--- src/rtl/serial_add_sub.sv ---
// Bit-serial adder/subtractor. Processes one bit per clock, LSB first,
// through a single full adder. It holds the last completed result and
// flags until the next operation finishes.
`timescale 1ns/1ps

module serial_add_sub #(
  parameter int WIDTH = 4
) (
  input  logic             clk,
  input  logic             rst_n,
  input  logic             start,
  input  logic             mode,
  input  logic [WIDTH-1:0] a,
  input  logic [WIDTH-1:0] b,
  output logic             busy,
  output logic             done,
  output logic [WIDTH-1:0] result,
  output logic             cout,
  output logic             v,
  output logic             zero
);

  localparam int CNT_W = (WIDTH > 1) ? $clog2(WIDTH) : 1;
  localparam logic [CNT_W-1:0] LAST_BIT = CNT_W'(WIDTH - 1);

  typedef enum logic [1:0] {
    IDLE = 2'd0,
    CALC = 2'd1,
    DONE = 2'd2
  } state_t;

  state_t           state;
  logic [CNT_W-1:0] cnt;
  logic             carry;
  logic             fin;
  logic             armed;
  logic [WIDTH-1:0] a_sr;
  logic [WIDTH-1:0] b_sr;
  logic [WIDTH-1:0] sum_sr;
  logic             carry_msb;
  logic             accept;
  logic             step;
  logic             fa_sum;
  logic             fa_carry;

  // One-bit full adder: returns {carry_out, sum}.
  function automatic logic [1:0] full_add(input logic x, input logic y, input logic ci);
    return {(x & y) | (x & ci) | (y & ci), x ^ y ^ ci};
  endfunction

  // The operand shift registers hold the bit that is currently being
  // processed in position 0. The carry flop provides the carry-in.
  // The armed flag blocks start on the edge that releases reset.
  always_comb begin
    accept              = start && armed && (state != CALC);
    step                = (state == CALC) && !fin;
    {fa_carry, fa_sum}  = full_add(a_sr[0], b_sr[0], carry);
  end

  // Control FSM and registered outputs. The bits are processed during
  // WIDTH CALC cycles. A final CALC cycle then publishes the result, so
  // partial sums never reach the result output.
  always_ff @(posedge clk or negedge rst_n) begin
    if (!rst_n) begin
      state  <= IDLE;
      busy   <= 1'b0;
      done   <= 1'b0;
      result <= '0;
      cout   <= 1'b0;
      v      <= 1'b0;
      zero   <= 1'b0;
      cnt    <= '0;
      carry  <= 1'b0;
      fin    <= 1'b0;
      armed  <= 1'b0;
    end else begin
      armed <= 1'b1;
      done  <= 1'b0;
      case (state)
        IDLE, DONE: begin
          if (accept) begin
            carry <= mode;
            cnt   <= '0;
            fin   <= 1'b0;
            busy  <= 1'b1;
            state <= CALC;
          end else begin
            busy  <= 1'b0;
            state <= IDLE;
          end
        end
        CALC: begin
          if (!fin) begin
            carry <= fa_carry;
            cnt   <= cnt + 1'b1;
            if (cnt == LAST_BIT) begin
              fin <= 1'b1;
            end
          end else begin
            result <= sum_sr;
            cout   <= carry;
            v      <= carry_msb ^ carry;
            zero   <= ~|sum_sr;
            done   <= 1'b1;
            busy   <= 1'b0;
            fin    <= 1'b0;
            cnt    <= '0;
            state  <= DONE;
          end
        end
        default: begin
          busy  <= 1'b0;
          state <= IDLE;
        end
      endcase
    end
  end

  // Operand and sum shift registers. The operands are captured only on
  // an accepted start, so changes during CALC have no effect. The carry
  // into the MSB is kept for the overflow flag.
  always_ff @(posedge clk) begin
    if (accept) begin
      a_sr <= a;
      b_sr <= b ^ {WIDTH{mode}};
    end else if (step) begin
      a_sr   <= {1'b0, a_sr[WIDTH-1:1]};
      b_sr   <= {1'b0, b_sr[WIDTH-1:1]};
      sum_sr <= {fa_sum, sum_sr[WIDTH-1:1]};
      if (cnt == LAST_BIT) begin
        carry_msb <= carry;
      end
    end
  end

endmodule
--- config.mk ---
export PLATFORM = sky130hd
export DESIGN_NAME = serial_add_sub
export DESIGN_NICKNAME = d
export VERILOG_FILES = /design/src/rtl/serial_add_sub.sv
export SDC_FILE = /design/constraint.sdc
export NUM_CORES = 1
export LEC_CHECK = 0
export ABC_AREA = 0
export BUFFER_PORTS_ARGS = -buffer_cell sky130_fd_sc_hd__buf_2
export CAP_MARGIN = 20
export CORE_MARGIN = 2
export CORE_UTILIZATION = 58
export DETAILED_ROUTE_END_ITERATION = 12
export HOLD_SLACK_MARGIN = 0.02
export PLACE_DENSITY_LB_ADDON = 0.25
export SETUP_SLACK_MARGIN = 0.1
export SLEW_MARGIN = 20
export SYNTH_ARGS = -nofsm -noshare
export SYNTH_HDL_FRONTEND = slang
export SYNTH_SLANG_ARGS = --single-unit
--- constraint.sdc ---
create_clock -name clk -period 4.4 [get_ports clk]
set_input_delay 0.88 -clock clk [delete_from_list [all_inputs] [get_ports clk]]
set_output_delay 0.88 -clock clk [all_outputs]
set_load 0.005 [all_outputs]
# After elaboration in Yosys (flattened, before gate mapping)
# Index checks and enable logic that the tools add are counted.
dict set report totals {
  ff_bits 29
  latchBits 0
  mem_bits_rw 0
  romBits 0
  input_bits 12
  output_inout_bits 9
  n_memories 0
}
dict set report op_classes {
  add_sub_neg 1
  n_mul 0
  div 0
  order_cmp 0
  n_eq_ne 7
  shift 0
  muxes 22
  bitwise_logic 10
  n_reduce_logical 15
}
# operator count
set ops {}
lappend ops {{two-way mux 4 bit} 4}
lappend ops {{two-way mux 1 bit} 10}
lappend ops {{case mux 2 bit (2 select lines)} 2}
lappend ops {{two-way mux 2 bit} 3}
lappend ops {{!= test 2 bit, second input constant} 3}
lappend ops {{case mux 1 bit (2 select lines)} 3}
lappend ops {{AND reduction 2 bit} 3}
lappend ops {{AND reduction 3 bit} 2}
lappend ops {{== test 2 bit, second input constant} 2}
lappend ops {{nonzero test 2 bit} 2}
lappend ops {{OR reduction 4 bit} 1}
lappend ops {{XOR 4 bit} 1}
lappend ops {{bitwise AND 1 bit} 3}
lappend ops {{logical AND 1 bit} 3}
lappend ops {{XOR 1 bit} 3}
lappend ops {{adder 2 x 1 -> 2 bit, second input constant} 1}
lappend ops {{== test 2 x 1 -> 1 bit, second input constant} 1}
lappend ops {{logical NOT 1 bit} 2}
lappend ops {{logical NOT 2 bit} 1}
lappend ops {{!= test 2 x 1 -> 1 bit, second input constant} 1}
lappend ops {{OR 1 bit} 2}
lappend ops {{OR reduction 2 bit} 1}
lappend ops {{inverter 1 bit} 1}

# Logic depth before layout (Yosys ltp)
# Gate-level depths: netlist of run 1.
dict set report logic_depth {
  word_depth 5
  mapped_depth 4
  depth_no_buf 3
}

# Least setup slack after synthesis of run 1
# OpenSTA, ideal clock, no wires.
dict set report synth_path {
  path_kind {input to register}
  startpoint {in start}
  endpoint {reg a_sr[0] (enable)}
  t_arrival_ns 1.531
  t_required_ns 4.071
  slack_ns 2.539
  stages 3
  cell_sequence {nand2_1 -> nor2_4 -> or2_1}
}
dict set report synth_via {
  elab_chain_cells 3
}
# item line
set synth_rtl {}
lappend synth_rtl {{start, declared} 11} ;# input logic start,
lappend synth_rtl {{logical AND 1 bit (2 in series)} 55} ;# accept = start && armed && (state != CALC);
lappend synth_rtl {{nonzero test 2 bit (no source line)} --}
lappend synth_rtl {{end signal, assigned} 127} ;# a_sr <= {1'b0, a_sr[WIDTH-1:1]};
lappend synth_rtl {{end, declared} 37} ;# logic [WIDTH-1:0] a_sr;
# Every way passes these cells.
# A chain may end at the register's enable or synchronous reset.

# Worst setup path in the final report of run 1
dict set report layout_path {
  startpoint {reg state[1]}
  endpoint {reg b_sr[3] (enable)}
}
dict set report layout_via {
  elab_chain_cells 3
  elab_cells_between_ends 5
}
# item line
set layout_rtl {}
lappend layout_rtl {{start, declared} 32} ;# state_t state;
lappend layout_rtl {{start signal, assigned} 65} ;# state <= IDLE;
lappend layout_rtl {{start signal, assigned} 86} ;# state <= CALC;
lappend layout_rtl {{start signal, assigned} 89} ;# state <= IDLE;
lappend layout_rtl {{!= test 2 x 1 -> 1 bit or == test 2 x 1 -> 1 bit (tied branches)} {55, 56}}
lappend layout_rtl {{logical AND 1 bit (on tied branches)} {55, 56}}
lappend layout_rtl {{nonzero test 2 bit (no source line) *} --}
lappend layout_rtl {{end signal, assigned} 125} ;# b_sr <= b ^ {WIDTH{mode}};
lappend layout_rtl {{end signal, assigned} 128} ;# b_sr <= {1'b0, b_sr[WIDTH-1:1]};
lappend layout_rtl {{end, declared} 38} ;# logic [WIDTH-1:0] b_sr;
# Mark *: on every way between the ends. The rest lies on a longest branch, timed or not.

==> results.py, run 1 <==
metrics = {
    "cells_and_area": {
        "n_antenna_cell": 0,
        "fin_cells": 131,
        "nets": 117,
        "drive_above_1_share_pct": 40.4,
        "syn2layout_area_growth_pct": 14.9,
    },
    "sta": {
        "max_clock_freq_ghz": 0.535,
        "setup_viol": 0,
        "setup_ws_ns": 2.53,
        "post-route-period-util_pct": 42.5,
        "slew_headroom_pct": 57.3,
        "period_needed_ns": 1.87,
        "fin_hold_ws_ns": 0.459,
        "hold_violations": 0,
        "slew_viol_final": 0,
        "tightest_slew_ns": 0.638,
        "setup_tns_ns": 0,
        "clock_skew_ns": 0.00421,
        "rsz0062_at_grt": "false",
    },
    "global_routing": {
        "antenna_found_initial": 0,
        "overflow": 0,
        "grt_max_degree": 17,
        "grt_pass1_vias": 728,
        "track_usage_pct": 17.8,
        "grt_pass1_wl_um": 3080,
    },
    "synthesis": {
        "synthArstFlopShare_pct": 55.2,
        "synth_area_um2": 1240,
        "synth_edf_count": 13,
        "ys_seq_area_share_pct": 63.9,
        "synth_commonest_cells": "dfrtp_1, edfxtp_1, mux2_4",
        "synth.avg_cell_area_um2": 15.9,
        "synthFlopType": "dfrtp_1",
        "synth.distinct_cells": 29,
        "synth.area.top_cells": "dfrtp_1, edfxtp_1, mux2_4",
        "synth_nets": 92,
        "synth_top_area_share_pct": 32.4,
        "ys_warn_count": 0,
        "synth_top_area_cell": "dfrtp_1",
        "netlist_instances": 78,
        "synth.most_common_cell": "dfrtp_1",
        "ys_seq_elements": 29,
    },
    "routing": {
        "antenna_left": 0,
        "top_layer": "met4",
        "wire_per_inst_um": 13.8,
        "drc_errors": 0,
        "drt-initial-drc-count": 8,
        "viasPerCell": 5.30,
        "wirelength_um": 1810,
        "vias": 694,
        "wl_met1_um": 742,
        "wl_met3_um": 107,
        "first_pass_iters": 4,
        "wl_met2_um": 918,
    },
    "cts": {
        "cts_tree": "done",
        "ctsResizeCount": 0,
        "clk_pin_slew_worst_paths_ns": 0.08,
        "insertion_delay_ns": 0.32,
        "cts_root_buf": "clkbuf_4",
        "cts_setup_buffers": 0,
        "cts_buffers": 5,
        "clock_path_buffers": 2,
        "ctsHtreeMaxLevel": 2,
        "cts.sinks": 29,
        "hold_buffers": 0,
    },
    "place": {
        "port_buffers": 20,
        "dp_slack_ns": 2.32,
        "dp_cells": 123,
        "post-dp-hpwl_um": 1320,
        "place.gp.congestion": 0.737,
    },
    "floorplan": {
        "dieArea_um2": 2520,
        "start_util_pct": 62.4,
        "num_rows": 16,
        "die_x_um": 50.2,
        "io_pins": 21,
        "core_um2": 1980,
        "fp.dieH_um": 50.2,
    },
    "setup_path": {
        "crit_family": "simple AND/OR/NAND/NOR gates",
        "cp-start-kind": "register",
        "critPathRequiredTime_ns": 4.40,
        "critPathKind": "reg2reg",
        "worst-path-buf-inv": 0,
        "max_stage_delay_ns": 0.51,
        "cp.arrival_ns": 1.87,
        "r2r-start": "state[1]$_DFFE_PN0P_",
        "cp_max_fo": 9,
        "critPathLaunch": "state[1]$_DFFE_PN0P_",
        "crit_slowest_cell": "nor2_1",
        "path_cells": "nand2b_1 -> nor2_1 -> or2_1",
        "endpoint_kind": "register",
    },
    "status": {
        "outcome": "completed",
    },
    "flow_run": {
        "cap_violations": 0,
    },
    "power": {
        "p_leak_nw": 0.651,
        "ir_drop_uv": 526,
        "power.density_nw_per_um2": 720,
    },
    "worst_hold_path": {
        "hp-class": "in2async",
    },
}
logic make-up (layout without fill, tap and decap cells):
family | after synthesis | after routing | synth area share, %
flip-flops | 29 | 29 | 63.9
multiplexers | 15 | 15 | 16.9
AND/OR/NAND/NOR | 15 | 15 | 7.48
AO/OA/AOI/OAI | 7 | 7 | 3.94
XOR/XNOR | 5 | 5 | 3.54
buffers and inverters | 4 | 30 | 1.31
adder cells (fa/ha/maj) | 2 | 2 | 2.63
other | 1 | 1 | 0.303
per-stage QoR:
stage	power (W)	utilization, %	instance area, um^2
5_1_grt	0.00109	71.7	1420
2_1_floorplan	0.000769	-	1240
3_3_place_gp	0.000854	68.8	1360
4_1_cts	0.00104	71.7	1420
6_report	0.00102	71.7	1420
3_5_place_dp	0.000872	68.8	1360
state kept, by name, indices dropped and copies added (netlist names):
register / cells
cout: 1
state: 2
result: 4
busy: 1
v: 1
b_sr: 4
carry: 1
cnt: 2
done: 1
zero: 1
carry_msb: 1
a_sr: 4
armed: 1
sum_sr: 4
fin: 1
per-layer routing:
metal,vias to the layer above,global-route usage [%]
met5,-,0
met4,0,9.72
met3,4,8.93
met2,24,29.4
met1,339,18.3
li1,327,-
report_power, final:
| group | switching [W] | leakage, nW | internal [W] |
|---|---|---|---|
| logic | 0.000141 | 0.296 | 0.000193 |
| clock network | 0.0000839 | 0.0326 | 0.0000787 |
| registers | 0.0000786 | 0.323 | 0.000448 |
| total | 0.000304 | 0.651 | 0.000720 |
final timing paths:
path | to | slack (ns) | cells after the start
min in group clk | sum_sr[0]$_DFFE_PP_ | 0.49 | 0
max in group asynchronous | result[2]$_DFFE_PN0P_ | 3.68 | 1
hold reg to reg | sum_sr[0]$_DFFE_PP_ | 0.49 | 0
hold / removal | state[0]$_DFFE_PN0P_ | 0.46 | 1
setup reg to reg | b_sr[3]$_SDFFCE_PN0P_ | 2.53 | 3
setup / recovery | b_sr[3]$_SDFFCE_PN0P_ | 2.53 | 3
worst register-to-register path: stages (launching register included):
cell,delay (ns)
dfrtp_1,0.45
nand2b_1,0.20
nor2_1,0.51
or2_1,0.39
placed cells by master (no fill, tap or decap), drive strengths merged, types with 2 or more instances in the layout:
cell	n
and2	2
buf	20
clkbuf	8
dfrtp	16
edfxtp	13
inv	2
mux2	14
nand2	4
nor2	3
o21ai	2
xnor2	2
xor2	3
layout make-up:
cell class / instances / area (um^2)
repair buffers: 20 / 100
clock buffers: 8 / 58.8
fillers: 126 / 561
inverters: 2 / 7.51
flip-flops and latches: 29 / 791
well taps: 27 / 33.8
multi-input cells: 45 / 430
Power figures use the tool's default switching activity.
==> run 2: changes to the inputs <==
CORE_UTILIZATION = 54   (was 58)
clock period = 1.91 ns   (was 4.4 ns; I/O delays follow)
==> run 2 against run 1 <==
Effect of this change: critical path depth unchanged; final area rose by 0.35%; maximum frequency increased by 20%; die area increased by 6.8%; power up 130%; sequential power increased by 130%; utilization shrank 6.6 points; via count is 0.14% higher; register-to-register slack worse by 2.2 ns; cell count increased by 1.5%; flip-flop and latch count is the same; critical path type unchanged.
==> results.py, run 2 (synthesis results as in run 1) <==
metrics = {
    "setup_path": {
        "cp-start-kind": "register",
        "crit_slowest_cell": "dfrtp_1",
        "r2r-end": "b_sr[2]$_DFFE_PP_",
        "endpoint_kind": "register",
        "critPathRequiredTime_ns": 1.90,
        "reg2regPathDepth": 3,
        "r2r_slack_ns": 0.35,
        "worst-path-buf-inv": 0,
        "cp.arrival_ns": 1.55,
        "max_stage_delay_ns": 0.45,
        "r2r-start": "state[0]$_DFFE_PN0P_",
        "critPathKind": "reg2reg",
        "cp_max_fo": 8,
        "crit_family": "simple AND/OR/NAND/NOR gates",
        "path_cells": "nor2b_4 -> nor2_4 -> or2_1",
    },
    "worst_hold_path": {
        "hp-class": "in2reg",
        "worstHoldEndpoint": "a_sr[3]$_SDFFCE_PN0P_",
        "hold_depth": 2,
        "hold_start": "a[3]",
    },
    "routing": {
        "drt-initial-drc-count": 7,
        "antenna_left": 0,
        "first_pass_iters": 4,
        "wire_per_inst_um": 13.4,
        "vias": 695,
        "viasPerCell": 5.23,
        "drc_errors": 0,
        "wirelength_um": 1780,
    },
    "power": {
        "ir_drop_uv": 946,
        "p_leak_nw": 0.654,
        "swShare_pct": 30.2,
        "power.density_nw_per_um2": 1640,
        "pwr-share-comb_pct": 34.4,
        "p_int_w": 0.00163,
        "clkPwrFrac_pct": 14.0,
        "netSwitchingPower_w": 0.000706,
        "pwr-share-seq_pct": 51.6,
    },
    "cells_and_area": {
        "design_area_um2": 1430,
        "post-route-util_pct": 65.1,
        "syn2layout_area_growth_pct": 15.3,
        "final_cell_mix": "buf_2, dfrtp_1, edfxtp_1",
        "fill_cells": 178,
        "nets": 119,
        "final_common_cell": "buf_2",
        "drive_above_1_share_pct": 40.0,
        "n_antenna_cell": 0,
    },
    "sta": {
        "setup_viol": 0,
        "hold_violations": 0,
        "post-route-period-util_pct": 81.7,
        "clock_skew_ns": 0.00568,
        "setup_tns_ns": 0,
        "slew_viol_final": 0,
        "rsz0062_at_grt": "false",
        "tightest_slew_ns": 0.512,
        "slew_headroom_pct": 65.8,
        "max_clock_freq_ghz": 0.641,
        "period_needed_ns": 1.56,
    },
    "cts": {
        "ctsHtreeMaxLevel": 2,
        "cts_setup_buffers": 0,
        "cts_buffers": 5,
        "cts_tree": "done",
        "insertion_delay_ns": 0.32,
        "cts.sinks": 29,
        "cts_root_buf": "clkbuf_4",
        "hold_buffers": 1,
        "clk_pin_slew_worst_paths_ns": 0.08,
        "ctsResizeCount": 0,
        "clock_path_buffers": 2,
    },
    "flow_run": {
        "cap_violations": 0,
    },
    "status": {
        "outcome": "completed",
    },
    "floorplan": {
        "dieArea_um2": 2690,
        "core_um2": 2190,
        "die_x_um": 51.9,
        "fp.dieH_um": 51.9,
        "io_pins": 21,
        "start_util_pct": 56.5,
        "num_rows": 17,
    },
    "global_routing": {
        "grt_pass1_vias": 685,
        "overflow": 0,
        "track_usage_pct": 16.9,
        "antenna_found_initial": 0,
        "grt_pass1_wl_um": 3020,
        "grt_max_degree": 17,
    },
    "place": {
        "post-dp-hpwl_um": 1290,
        "placed_cell_area_um2": 1370,
        "place.gp.congestion": 0.723,
        "port_buffers": 20,
    },
}
-- run 2: worst max path at each step --
stage                         start                    end  cells after the start
6_report       state[0]$_DFFE_PN0P_      b_sr[2]$_DFFE_PP_                      3
5_1_grt        state[0]$_DFFE_PN0P_      b_sr[2]$_DFFE_PP_                      3
4_1_cts        state[0]$_DFFE_PN0P_  a_sr[3]$_SDFFCE_PN0P_                      3
3_5_place_dp                  start  a_sr[3]$_SDFFCE_PN0P_                      4
3_3_place_gp                  start  a_sr[3]$_SDFFCE_PN0P_                      4
2_1_floorplan  state[1]$_DFFE_PN0P_      a_sr[0]$_DFFE_PP_                      3
-- run 2: final cells by class --
type                       count  area, um^2  share of cell area [%]
clock buffer                   6        41.3                    2.89
tap                           28        35.0                    2.46
clock inverter                 1        3.75                   0.263
timing repair buffer          22         118                    8.25
inverter                       2        7.51                   0.526
sequential                    29         791                    55.4
multi-input combinational     45         430                    30.2
-- run 2: power groups by stage --
stage | combinational, W | sequential (W) | clock (W)
6_report | 0.000804 | 0.00121 | 0.000327
5_1_grt | 0.000899 | 0.00125 | 0.000361
4_1_cts | 0.000823 | 0.00121 | 0.000339
3_5_place_dp | 0.000821 | 0.00122 | 0
3_3_place_gp | 0.000785 | 0.00121 | 0
2_1_floorplan | 0.000582 | 0.00119 | 0
-- run 2: through the flow --
step           std cells  total power [W]  worst slack, ns  hold slack, ns
5_1_grt              133          0.00251            0.259           0.344
2_1_floorplan         78          0.00177            0.329          0.0864
3_5_place_dp         125          0.00205            0.312           0.316
3_3_place_gp         125          0.00200            0.350           0.307
6_report             133          0.00234            0.350           0.341
4_1_cts              133          0.00238            0.333           0.329
-- run 2: worst register-to-register path: stages (launching register included) --
cell     delay, ns
dfrtp_1       0.45
nor2b_4       0.18
nor2_4        0.26
or2_1         0.35
-- run 2: routing by layer --
layer / vias up / share of wire (%) / GRT usage [%]
li1: 329 / - / -
met1: 330 / 42 / 20.3
met2: 27 / 48 / 24.5
met3: 9 / 6.0 / 6.03
met4: 0 / 3.3 / 13.2
met5: - / 0 / 0
==> run 3: changes to the inputs <==
ABC_AREA = 1   (was 0)
CORE_UTILIZATION = 53   (was 54)
clock period = 1.5 ns   (was 1.91 ns; I/O delays follow)
==> run 3 against run 2 <==
Effect of this change: power increased by 30%; clock skew increased by 0.0047 ns; maximum frequency increased by 22%; non-clock buffer count unchanged; register-to-register slack got worse by 0.13 ns; routed wire length increased by 13%; global-route usage increased by 2.3 points; combinational power increased by 15%; final area decreased by 0.35%; hold slack got worse by 0.093 ns; utilization decreased by 0.23 points; largest cell class unchanged; largest power group unchanged.
==> results.py, run 3 <==
metrics = {
    "setup_path": {
        "critPathRequiredTime_ns": 1.51,
        "cp_max_fo": 7,
        "r2r_slack_ns": 0.22,
        "endpoint_kind": "register",
        "cp-start-kind": "register",
        "critPathKind": "reg2reg",
        "cp.arrival_ns": 1.29,
    },
    "routing": {
        "drt-initial-drc-count": 3,
        "wirelength_um": 2020,
        "wl_met2_um": 1010,
        "viasPerCell": 4.85,
        "wire_per_inst_um": 11.8,
        "top_layer": "met4",
        "first_pass_iters": 2,
        "drc_errors": 0,
        "wl_met3_um": 94,
        "antenna_left": 0,
        "wl_met1_um": 877,
        "vias": 830,
    },
    "floorplan": {
        "dieArea_um2": 2680,
        "num_rows": 17,
        "die_x_um": 51.7,
        "core_um2": 2190,
        "start_util_pct": 55.1,
        "io_pins": 21,
        "fp.dieH_um": 51.7,
    },
    "synthesis": {
        "synth_area_um2": 1210,
        "synthFlopType": "dfrtp_1",
        "ys_seq_elements": 29,
        "synth_nets": 129,
        "synth_top_area_cell": "dfrtp_1",
        "synthArstFlopShare_pct": 55.2,
        "synth.area.top_cells": "dfrtp_1, edfxtp_1, nand2_1",
        "synth_edf_count": 13,
        "synth.distinct_cells": 20,
        "ys_seq_area_share_pct": 65.5,
        "synth.most_common_cell": "nand2_1",
        "ys_warn_count": 0,
        "synth_commonest_cells": "nand2_1, dfrtp_1, edfxtp_1",
        "synth.avg_cell_area_um2": 10.5,
        "synth_top_area_share_pct": 33.2,
        "netlist_instances": 115,
    },
    "cts": {
        "clock_path_buffers": 2,
        "cts_buffers": 5,
        "cts_setup_buffers": 0,
        "ctsHtreeMaxLevel": 2,
        "insertion_delay_ns": 0.32,
        "cts.sinks": 29,
        "cts_root_buf": "clkbuf_4",
        "clk_pin_slew_worst_paths_ns": 0.09,
        "cts_tree": "done",
    },
    "sta": {
        "slew_viol_final": 0,
        "rsz0062_at_grt": "false",
        "setup_tns_ns": 0,
        "setup_viol": 0,
        "hold_violations": 0,
        "max_clock_freq_ghz": 0.782,
        "clock_skew_ns": 0.0104,
        "period_needed_ns": 1.28,
        "post-route-period-util_pct": 85.3,
    },
    "global_routing": {
        "antenna_found_initial": 0,
        "grt_pass1_wl_um": 3510,
        "overflow": 0,
        "track_usage_pct": 19.2,
        "grt_pass1_vias": 816,
        "grt_max_degree": 17,
    },
    "place": {
        "post-dp-hpwl_um": 1470,
        "port_buffers": 20,
        "place.gp.congestion": 0.756,
        "placed_cell_area_um2": 1330,
    },
    "cells_and_area": {
        "n_antenna_cell": 0,
        "fill_cells": 191,
        "final_common_cell": "nand2_1",
        "final_cell_mix": "nand2_1, buf_2, dfrtp_1",
        "nets": 156,
        "design_area_um2": 1420,
        "drive_above_1_share_pct": 23.8,
        "syn2layout_area_growth_pct": 17.7,
    },
    "flow_run": {
        "cap_violations": 0,
    },
    "status": {
        "outcome": "completed",
    },
    "power": {
        "ir_drop_uv": 1180,
        "power.density_nw_per_um2": 2130,
        "p_leak_nw": 0.724,
    },
    "worst_hold_path": {
        "hp-class": "in2reg",
    },
}
[run 3: where the power goes]
| part | leakage, nW | switching, W | total, W | internal (W) |
|---|---|---|---|---|
| Combinational | 0.353 | 0.000591 | 0.000924 | 0.000333 |
| Clock | 0.0399 | 0.000251 | 0.000598 | 0.000347 |
| Sequential | 0.331 | 0.000195 | 0.00151 | 0.00131 |
[run 3: cell families after synthesis]
| family | Yosys count | share of synthesized area (%) |
|---|---|---|
| flops | 29 | 65.5 |
| xor+xnor | 5 | 3.63 |
| fa+ha+maj | 2 | 2.69 |
| buf+inv | 12 | 4.45 |
| compound gates | 5 | 2.69 |
| other cells | 1 | 0.311 |
| simple gates | 61 | 20.7 |
[run 3: final timing paths]
kind                                 startpoint                  end  cells past startpoint
min in group asynchronous                 rst_n       done$_DFF_PN0_                      2
hold reg to reg             sum_sr[2]$_DFFE_PP_  sum_sr[1]$_DFFE_PP_                      0
hold / removal                             a[1]    a_sr[1]$_DFFE_PP_                      3
setup reg to reg           state[1]$_DFFE_PN0P_  sum_sr[1]$_DFFE_PP_                      3
setup / recovery           state[1]$_DFFE_PN0P_  sum_sr[1]$_DFFE_PP_                      3
max in group asynchronous                 rst_n      fin$_DFFE_PN0P_                      2
[run 3: timing repair]
action	CTS	global route
gates resized for setup	0	1
hold buffers	1	0
setup endpoints to repair	0	8
hold endpoints to repair	16	0
[run 3: cell type report]
class,instances,area (um^2),share of cell area [%]
clock buffers,6,41.3,2.90
well taps,28,35.0,2.46
flip-flops and latches,29,791,55.6
multi-input cells,74,365,25.7
clock inverters,2,33.8,2.38
inverters,10,37.5,2.64
repair buffers,22,118,8.27
[run 3: critical path, stage by stage (launching register included)]
cell     delay (ns)
dfrtp_1        0.39
inv_1          0.10
nand3_1        0.22
inv_1          0.27
[run 3: stage by stage]
step / setup slack [ns] / hold WS (ns) / util, % / total power (W) / cells
2_1_floorplan: 0.246 / 0.00441 / - / 0.00212 / 115
3_3_place_gp: 0.208 / 0.224 / 60.9 / 0.00238 / 162
3_5_place_dp: 0.149 / 0.232 / 60.9 / 0.00245 / 162
4_1_cts: 0.142 / 0.226 / 64.8 / 0.00306 / 171
5_1_grt: 0.138 / 0.231 / 64.9 / 0.00330 / 171
6_report: 0.221 / 0.247 / 64.9 / 0.00303 / 171
[run 3: per-layer routing]
| layer | vias to the layer above | track usage [%] |
|---|---|---|
| met5 | - | 0 |
| met4 | 0 | 13.2 |
| met3 | 4 | 6.03 |
| met2 | 23 | 29.7 |
| met1 | 387 | 22.9 |
| li1 | 416 | - |
